$ cat config.mk
export PLATFORM = sky130hd
export DESIGN_NAME = alu_operand_stage
export DESIGN_NICKNAME = d
export VERILOG_FILES = /design/src/rtl/alu_operand_stage.sv
export SDC_FILE = /design/constraint.sdc
export NUM_CORES = 1
export LEC_CHECK = 0
export CAP_MARGIN = 0
export CORE_ASPECT_RATIO = 0.6
export CORE_MARGIN = 4
export CORE_UTILIZATION = 40
export DETAILED_ROUTE_END_ITERATION = 10
export GPL_ROUTABILITY_DRIVEN = 0
export GPL_TIMING_DRIVEN = 0
export PLACE_DENSITY = 0.89
export SLEW_MARGIN = 40
export SYNTH_ARGS = -nofsm -noshare
export SYNTH_HDL_FRONTEND = slang
export SYNTH_SLANG_ARGS = --single-unit
$ cat constraint.sdc
create_clock -name CLK -period 2.8 [get_ports CLK]
set_input_delay 0.56 -clock CLK [delete_from_list [all_inputs] [get_ports CLK]]
set_output_delay 0.56 -clock CLK [all_outputs]
set_load 0.01 [all_outputs]
$ cat src/rtl/alu_operand_stage.sv
// alu_operand_stage: ID/EX pipeline register feeding the ALU.
// Captures decoded operands and bypasses MEM/WB results into them. The stage
// holds while downstream stalls, squashes on flush, and inserts one bubble on a
// load-use hazard.
// Optional build macro ALU_STAGE_STATS_EN adds the bubble_cnt and flush_cnt
// counters.
module alu_operand_stage #(
  parameter int WORD_W  = 32,
  parameter int RADDR_W = 5,
  parameter int OP_W    = 4
) (
  input  logic               CLK,
  input  logic               RST,
  input  logic               id_valid,
  input  logic [WORD_W-1:0]  id_rdatA,
  input  logic [WORD_W-1:0]  id_rdatB,
  input  logic [RADDR_W-1:0] id_rs,
  input  logic [RADDR_W-1:0] id_rt,
  input  logic               id_useRt,
  input  logic [OP_W-1:0]    id_ALUOP,
  input  logic [RADDR_W-1:0] id_rd,
  input  logic               id_regWen,
  input  logic               id_memRead,
  input  logic               ex_ready,
  input  logic               flush,
  input  logic               mem_regWen,
  input  logic [RADDR_W-1:0] mem_rd,
  input  logic [WORD_W-1:0]  mem_result,
  input  logic               wb_regWen,
  input  logic [RADDR_W-1:0] wb_rd,
  input  logic [WORD_W-1:0]  wb_result,
  output logic [WORD_W-1:0]  portA,
  output logic [WORD_W-1:0]  portB,
  output logic [OP_W-1:0]    ALUOP,
  output logic               ex_valid,
  output logic [RADDR_W-1:0] ex_rd,
  output logic               ex_regWen,
  output logic               ex_memRead,
`ifdef ALU_STAGE_STATS_EN
  output logic [31:0]        bubble_cnt,
  output logic [31:0]        flush_cnt,
`endif
  output logic               id_stall
);

  logic [WORD_W-1:0]  a_q, b_q;
  logic [RADDR_W-1:0] rs_q, rt_q, rd_q;
  logic               use_rt_q, regwen_q, memread_q, valid_q;
  logic [OP_W-1:0]    aluop_q;

  logic hz;
  logic wb_ok, mem_ok;
  logic wb_hit_a_q, wb_hit_b_q, mem_hit_a_q, mem_hit_b_q;
  logic wb_hit_a_id, wb_hit_b_id;

  // Sideband outputs; write-enable and load flags are meaningless without valid.
  always_comb begin
    ex_valid   = valid_q;
    ex_rd      = rd_q;
    ex_regWen  = valid_q & regwen_q;
    ex_memRead = valid_q & memread_q;
    ALUOP      = aluop_q;
  end

  // Writer match detection; register 0 never matches.
  always_comb begin
    wb_ok       = wb_regWen & (wb_rd != '0);
    mem_ok      = mem_regWen & (mem_rd != '0);
    wb_hit_a_q  = wb_ok & (wb_rd == rs_q);
    wb_hit_b_q  = wb_ok & use_rt_q & (wb_rd == rt_q);
    mem_hit_a_q = mem_ok & (mem_rd == rs_q);
    mem_hit_b_q = mem_ok & use_rt_q & (mem_rd == rt_q);
    wb_hit_a_id = wb_ok & (wb_rd == id_rs);
    wb_hit_b_id = wb_ok & id_useRt & (wb_rd == id_rt);
  end

  // Load-use hazard and decode stall; flush overrides any stall.
  always_comb begin
    hz = ex_valid & ex_memRead & ex_regWen & (ex_rd != '0) & id_valid &
         ((id_rs == ex_rd) | (id_useRt & (id_rt == ex_rd)));
    id_stall = ~RST & ~flush & (hz | ~ex_ready);
  end

  // Operand forwarding on the stored value: MEM beats WB, which beats the stored value.
  always_comb begin
    portA = mem_hit_a_q ? mem_result : (wb_hit_a_q ? wb_result : a_q);
    portB = mem_hit_b_q ? mem_result : (wb_hit_b_q ? wb_result : b_q);
  end

  // Stage register: flush > hold (with WB refresh) > bubble > capture.
  always_ff @(posedge CLK or posedge RST) begin
    if (RST) begin
      a_q       <= '0;
      b_q       <= '0;
      rs_q      <= '0;
      rt_q      <= '0;
      rd_q      <= '0;
      use_rt_q  <= 1'b0;
      regwen_q  <= 1'b0;
      memread_q <= 1'b0;
      valid_q   <= 1'b0;
      aluop_q   <= '0;
    end else if (flush) begin
      valid_q <= 1'b0;
    end else if (!ex_ready) begin
      if (wb_hit_a_q) a_q <= wb_result;
      if (wb_hit_b_q) b_q <= wb_result;
    end else if (hz) begin
      valid_q   <= 1'b0;
      regwen_q  <= 1'b0;
      memread_q <= 1'b0;
    end else begin
      valid_q   <= id_valid;
      rs_q      <= id_rs;
      rt_q      <= id_rt;
      rd_q      <= id_rd;
      use_rt_q  <= id_useRt;
      regwen_q  <= id_regWen;
      memread_q <= id_memRead;
      aluop_q   <= id_ALUOP;
      a_q       <= wb_hit_a_id ? wb_result : id_rdatA;
      b_q       <= wb_hit_b_id ? wb_result : id_rdatB;
    end
  end

`ifdef ALU_STAGE_STATS_EN
  // Event counters: bubbles inserted and valid instructions squashed.
  always_ff @(posedge CLK or posedge RST) begin
    if (RST) begin
      bubble_cnt <= '0;
      flush_cnt  <= '0;
    end else begin
      if (!flush && ex_ready && hz) bubble_cnt <= bubble_cnt + 32'd1;
      if (flush && valid_q)         flush_cnt  <= flush_cnt + 32'd1;
    end
  end
`endif

endmodule

==> results of run 1 <==
[state kept, by name, indices dropped and copies added (netlist names)]
| signal | cells |
|---|---|
| ALUOP | 4 |
| a_q | 32 |
| b_q | 32 |
| ex_rd | 5 |
| ex_valid | 1 |
| memread_q | 1 |
| regwen_q | 1 |
| rs_q | 5 |
| rt_q | 5 |
| use_rt_q | 1 |
[per-layer routing]
metal / track usage (%) / up-vias / share of wire [%]
met5: 0 / - / 0
met4: 5.66 / 0 / 1.4
met3: 7.44 / 37 / 9.1
met2: 47.1 / 389 / 44
met1: 40.2 / 3337 / 45
li1: - / 3104 / -
[power by group through the flow]
stage	clock network (mW)	logic (mW)	registers, mW
global route	1.31	1.60	1.60
finish	1.25	1.49	1.58
global placement	0	1.42	1.57
CTS	1.26	1.43	1.57
floorplan	0	0.659	1.55
detailed placement	0	1.47	1.58
[logic make-up (layout without fill, tap and decap cells)]
family | Yosys count | after routing | share of synthesized area, %
and+or+nand+nor | 211 | 211 | 14.8
muxes | 91 | 91 | 15.5
AOI/OAI and AO/OA | 199 | 199 | 22.3
DFF | 87 | 87 | 36.0
xor gates and xnor gates | 40 | 40 | 5.79
buffers and inverters | 72 | 360 | 5.63
[metrics by stage]
step / util (%) / setup slack, ns / std cells / cell area, um2
global route: 66.2 / -0.268 / 1186 / 9690
global placement: 59.4 / -2.31 / 1136 / 8700
finish: 66.2 / -0.263 / 1186 / 9690
floorplan: - / -0.0114 / 700 / 6070
CTS: 64.2 / -0.227 / 1169 / 9390
detailed placement: 60.4 / -1.32 / 1143 / 8840
[synth_stat cells, drive strengths merged (2+ instances only)]
master	n	area, um2
a221oi	7	61.3
a22o	28	245
a22oi	32	240
and2	2	12.5
buf	27	171
clkbuf	36	135
dfrtp	87	2180
inv	9	33.8
mux2	20	225
mux2i	71	711
nand2	150	566
nand3	28	140
nand4	3	18.8
nor2	13	48.8
nor2b	2	12.5
nor3	3	15.0
nor4	4	31.3
o21a	2	15.0
o21ai	100	508
o221ai	26	245
or4	3	26.3
xnor2	19	166
xor2	21	184
[final timing paths]
| check | startpoint | to | slack, ns | cells after the start |
|---|---|---|---|---|
| max | wb_rd[3] | portB[19] | -0.26 | 9 |
| min | b_q[3] | b_q[3] | 0.48 | 2 |
| max reg2reg | ex_rd[0] | b_q[2] | 0.10 | 8 |
| min reg2reg | b_q[3] | b_q[3] | 0.48 | 2 |
| max in group asynchronous | RST | b_q[16] | 1.52 | 4 |
| min in group asynchronous | RST | ex_valid | 0.64 | 2 |
[tightest hold or removal path, delay by kind of cell, from the launching register on]
kind | cells | cell delay, ns
AO/OA/AOI/OAI | 1 | 0.06
AND/OR/NAND/NOR | 1 | 0.05
flip-flops | 1 | 0.34
[final cells by class]
type                       instances  area share [%]
clock inverter                     6           0.698
timing repair buffer             272            25.8
multi-input combinational        541            39.9
sequential                        87            22.5
inverter                           9           0.388
tap                              198            2.56
buffer                            63            5.80
clock buffer                      10            2.36
[repair_timing]
action / 4_1_cts / 5_1_grt
buffers inserted: 9 / 14
gates cloned: 2 / 4
hold buffers: 0 / 0
endpoints found under the setup margin: 99 / 90
hold endpoints to repair: 0 / 0
gates resized for setup: 414 / 36
pin swaps: 19 / 22
==> results.json, run 1 <==
{
  "crit_chain": "buf_8 > or4_4 > o21ai_4 > and4b_1 > buf_12 > buf_12 > mux2i_4 > o21ai_2 > buf_2",
  "ys_ff_latch": 87,
  "multi_input_area_um2": 3860,
  "drv_cap": 0,
  "slowest_stage": "or4_4",
  "ff_latch_area_um2": 2180,
  "end_kind": "primary output",
  "antenna_found_initial": 0,
  "die_w_um": 167,
  "period_share_pct": 109,
  "worst_skew_pair.late_latency_ns": 0.34,
  "die-area_um2": 17200,
  "max-vdd-ir-drop_mv": 0.266,
  "htreeDepth": 3,
  "fmax_ghz": 0.326,
  "hold_class": "reg -> reg",
  "port_buffers": 238,
  "globalRouteTotalUtil_pct": 29.0,
  "path_clk_slew_ns": 0.07,
  "p_sw_share_pct": 32.8,
  "cts.sinks": 87,
  "ys_warn_count": 0,
  "finalPower_mw": 4.32,
  "min_period_ns": 3.06,
  "num_rows": 34,
  "outcome": "finished, violations left",
  "syn_area_per_cell_um2": 8.64,
  "async_reset_ff_share_pct": 100,
  "tightest_slew_ns": 0.684,
  "p_leak_nw": 3.79,
  "viasPerCell": 5.79,
  "hold-worst-slack_ns": 0.481,
  "path_max_fanout": 8,
  "firstDrtPassIters": 5,
  "path_class": "in -> out",
  "power_frac_comb_pct": 34.5,
  "hold_viol": 0,
  "required_ns": 2.24,
  "cp_num_buf_inv": 4,
  "fin_nets": 1150,
  "finalMaxSlewViolations": 0,
  "grt_max_degree": 23,
  "diodes": 0,
  "p_int_mw": 2.91,
  "synth_cell_types": 39,
  "io_pins": 244,
  "p_sw_mw": 1.42,
  "cts_max_path_buffers": 2,
  "pwr-share-seq_pct": 36.6,
  "synth_nets": 867,
  "ant_nets": 0,
  "clock_skew_ns": 0.0118,
  "synth_flop_cell": "dfrtp_1",
  "syn_area_um2": 6050,
  "slew_headroom_pct": 54.4,
  "tns_ns": -10.27,
  "cp.arrival_ns": 2.50,
  "mostFrequentLayoutCells": "clkdlybuf4s50_1, nand2_1, dfrtp_1",
  "setup_viol": 64,
  "grt_pass1_wl_um": 38900,
  "die_h_um": 103,
  "drc": 0,
  "seq_area_frac_synth_pct": 36.0,
  "startpoint_type": "input pin",
  "cp_common_cell": "buf_12",
  "drive_gt1_share_pct": 23.5,
  "syn_inst": 700,
  "clkPwrFrac_pct": 28.9,
  "final_common_cell": "clkdlybuf4s50_1",
  "core_um2": 14600,
  "max_stage_delay_ns": 0.56,
  "clockRootBuffer": "clkbuf_16",
  "critPathTopFamily": "simple AND/OR/NAND/NOR gates",
  "synth_edf_count": 0,
  "violations": "negative setup slack",
  "dpl.hpwl_um": 19100,
  "rsz0062_at_grt": "true",
  "dr_total_vias": 6867,
  "cts_made_buffers": 9,
  "n_fill_cell": 1201,
  "setup_ws_ns": -0.263,
  "cts_tree": "done",
  "grt_pass1_vias": 6839,
  "area_growth_pct": 60.2,
  "overflow": 0,
  "totalWireLength_um": 26100,
  "drt_iter0_markers": 598,
  "powerDensity_nw_per_um2": 446,
  "start_util_pct": 41.3,
  "wire_per_inst_um": 22.0
}
(Power assumes the default switching activity.)
==> inputs of run 2 (changes only) <==
Settings changed: ABC_AREA set to 1, CORE_UTILIZATION 40 to 44, PLACE_DENSITY 0.89 to 0.9.
==> run 2 against run 1 <==
Register-to-register slack gained 0.62 ns. Clock skew down 0.0010 ns. Fmax grew 11%. Synthesized cell count rose by 99%. First-iteration DRC count rose by 110%. Synthesized area increased by 33%. Critical path depth grew 1. The run now ends clean. Flip-flop and latch count stayed put. Largest power group is now combinational cells. Setup slack better by 0.30 ns. Final area increased by 17%. Routed wire length is 33% higher. Sequential share of layout area fell by 3.3 points.
==> results.json, run 2 <==
{
  "outcome": "finished clean",
  "path_max_fanout": 10,
  "max_stage_delay_ns": 0.49,
  "slew_headroom_pct": 46.1,
  "grt_pass1_wl_um": 53400,
  "synthTopCellsByArea": "dfrtp_1, nand2_1, nand3_1, inv_1, nand4_1",
  "grt_max_degree": 25,
  "num_rows": 37,
  "async_reset_ff_share_pct": 100,
  "die_h_um": 113,
  "cp.arrival_ns": 2.20,
  "io_pins": 244,
  "dpl.hpwl_um": 25800,
  "end_kind": "primary output",
  "grt_pass1_vias": 10200,
  "synth.most_common_cell": "nand2_1",
  "wl_met3_um": 4860,
  "cp_common_cell": "nand2_1",
  "max-vdd-ir-drop_mv": 0.299,
  "tightest_slew_ns": 0.809,
  "htreeDepth": 3,
  "finalPower_mw": 4.68,
  "hold_viol": 0,
  "min_period_ns": 2.76,
  "antenna_found_initial": 0,
  "startpoint_type": "input pin",
  "maxUsedRoutingLayer": "met4",
  "path_clk_slew_ns": 0.06,
  "hold_class": "reg -> reg",
  "required_ns": 2.24,
  "finalMaxSlewViolations": 0,
  "drc": 0,
  "fmax_ghz": 0.362,
  "ff_latch_area_um2": 2180,
  "tns_ns": 0,
  "r2r_slack_ns": 0.72,
  "ff2ff_path_depth": 12,
  "ant_nets": 0,
  "port_buffers": 241,
  "dr_total_vias": 10800,
  "clockRootBuffer": "clkbuf_16",
  "crit_chain": "clkdlybuf4s50_1 > nand2_2 > nor2_4 > buf_4 > nand2_4 > buf_6 > nand2_1 > nand2_1 > o21ai_1 > clkdlybuf4s15_2",
  "synth_commonest_cells": "nand2_1, inv_1, nand3_1",
  "final_common_cell": "nand2_1",
  "firstDrtPassIters": 7,
  "synth_edf_count": 0,
  "totalWireLength_um": 34800,
  "wl_met1_um": 14100,
  "slowest_stage": "clkdlybuf4s50_1",
  "rr_startpoint": "ex_rd[1]",
  "wl_met2_um": 14800,
  "whs_path_depth": 2,
  "synth_nets": 1557,
  "n_fill_cell": 1571,
  "syn_area_um2": 8040,
  "globalRouteTotalUtil_pct": 32.1,
  "synth_cell_types": 28,
  "drt_iter0_markers": 1284,
  "syn_area_per_cell_um2": 5.78,
  "hold-worst-slack_ns": 0.479,
  "powerDensity_nw_per_um2": 412,
  "rsz0062_at_grt": "true",
  "whs_endpoint": "ALUOP[3]",
  "period_share_pct": 98.5,
  "cts.sinks": 87,
  "synth_flop_cell": "dfrtp_1",
  "worst_skew_pair.late_latency_ns": 0.35,
  "holdCritStartpoint": "ALUOP[3]",
  "fin_nets": 1834,
  "viasPerCell": 5.66,
  "cts_made_buffers": 9,
  "drv_cap": 0,
  "ys_warn_count": 0,
  "clock_skew_ns": 0.0108,
  "seq_area_frac_synth_pct": 27.1,
  "diodes": 0,
  "cts_max_path_buffers": 2,
  "die_w_um": 182,
  "reg2reg_to": "b_q[6]",
  "die-area_um2": 20600,
  "cts_tree": "done",
  "setup_viol": 0,
  "area_growth_pct": 41.3,
  "drive_gt1_share_pct": 13.6,
  "ys_ff_latch": 87,
  "path_class": "in -> out",
  "p_leak_nw": 6.40,
  "start_util_pct": 45.8,
  "overflow": 0,
  "syn_inst": 1390,
  "yosys.area.top_type_share_pct": 27.1,
  "top_regs": "a_q: 32 flops, b_q: 32 flops",
  "multi_input_area_um2": 4640,
  "core_um2": 17500,
  "synth_largest_area_cell": "dfrtp_1",
  "wire_per_inst_um": 18.3,
  "mostFrequentLayoutCells": "nand2_1, inv_1, nand3_1"
}
## run 2: cell types whose count changed in the layout (fill, tap and decap cells not counted), sizes merged, moves of 16 or more
cell / delta
nand3: +191
o221ai: -26
mux2i: -71
o21ai: -19
inv: +214
mux2: -20
a22oi: -32
nand4: +96
a22o: -28
buf: +16
nand2: +395
## run 2: cell families after synthesis
logic type,after synthesis,synth area share [%]
xor gates and xnor gates,17,1.85
buffers and inverters,315,16.7
DFF,87,27.1
AOI/OAI and AO/OA,86,5.35
and+or+nand+nor,885,49.0
## run 2: cell type report
| type | count | area share (%) |
|---|---|---|
| clock inverter | 6 | 0.397 |
| timing repair buffer | 266 | 21.4 |
| clock buffer | 10 | 2.02 |
| tap | 234 | 2.58 |
| buffer | 89 | 6.03 |
| sequential | 87 | 19.2 |
| inverter | 225 | 7.49 |
| multi-input combinational | 989 | 40.9 |
## run 2: power by group
part	switching [mW]	internal, mW
clock	0.547	0.606
sequential	0.130	1.44
combinational	1.15	0.813
## run 2: worst max-delay path by stage
stage                   start   endpoint  slack [ns]  cells past startpoint
floorplan                 RST   id_stall        0.15                      3
global placement          RST   id_stall       -1.52                      5
detailed placement  mem_rd[1]  portA[15]       -0.98                     10
CTS                 mem_rd[1]  portA[30]       -0.02                     12
global route          rs_q[0]   portA[5]       -0.06                     11
finish              wb_regWen   portA[5]        0.04                     10
## run 2: repair_timing
| item | in CTS | in global routing |
|---|---|---|
| pin swaps | 8 | 17 |
| gates cloned | 3 | 1 |
| buffers inserted | 15 | 4 |
| hold buffers | 0 | 0 |
| setup endpoints to repair | 65 | 65 |
| hold endpoints to repair | 0 | 0 |
| gates resized for setup | 272 | 98 |
## run 2: critical path: cells and delay by family
kind	cells	cell delay [ns]
AO/OA/AOI/OAI	1	0.12
buffers and inverters	4	1.04
AND/OR/NAND/NOR	5	0.47
## run 2: routing by layer
metal	vias to the layer above	GRT usage [%]
met3	106	8.74
met2	804	48.3
met5	-	0
met4	0	10.4
li1	4956	-
met1	4920	45.0
## run 2: metrics by stage
step / instance area, um2 / setup WS [ns] / util [%] / instances
3_5_place_dp: 10800 / -0.984 / 61.8 / 1869
5_1_grt: 11400 / -0.0612 / 64.7 / 1906
3_3_place_gp: 10700 / -1.52 / 61.2 / 1865
2_1_floorplan: 8040 / 0.149 / - / 1390
4_1_cts: 11500 / -0.0188 / 65.5 / 1902
6_report: 11400 / 0.0413 / 64.7 / 1906
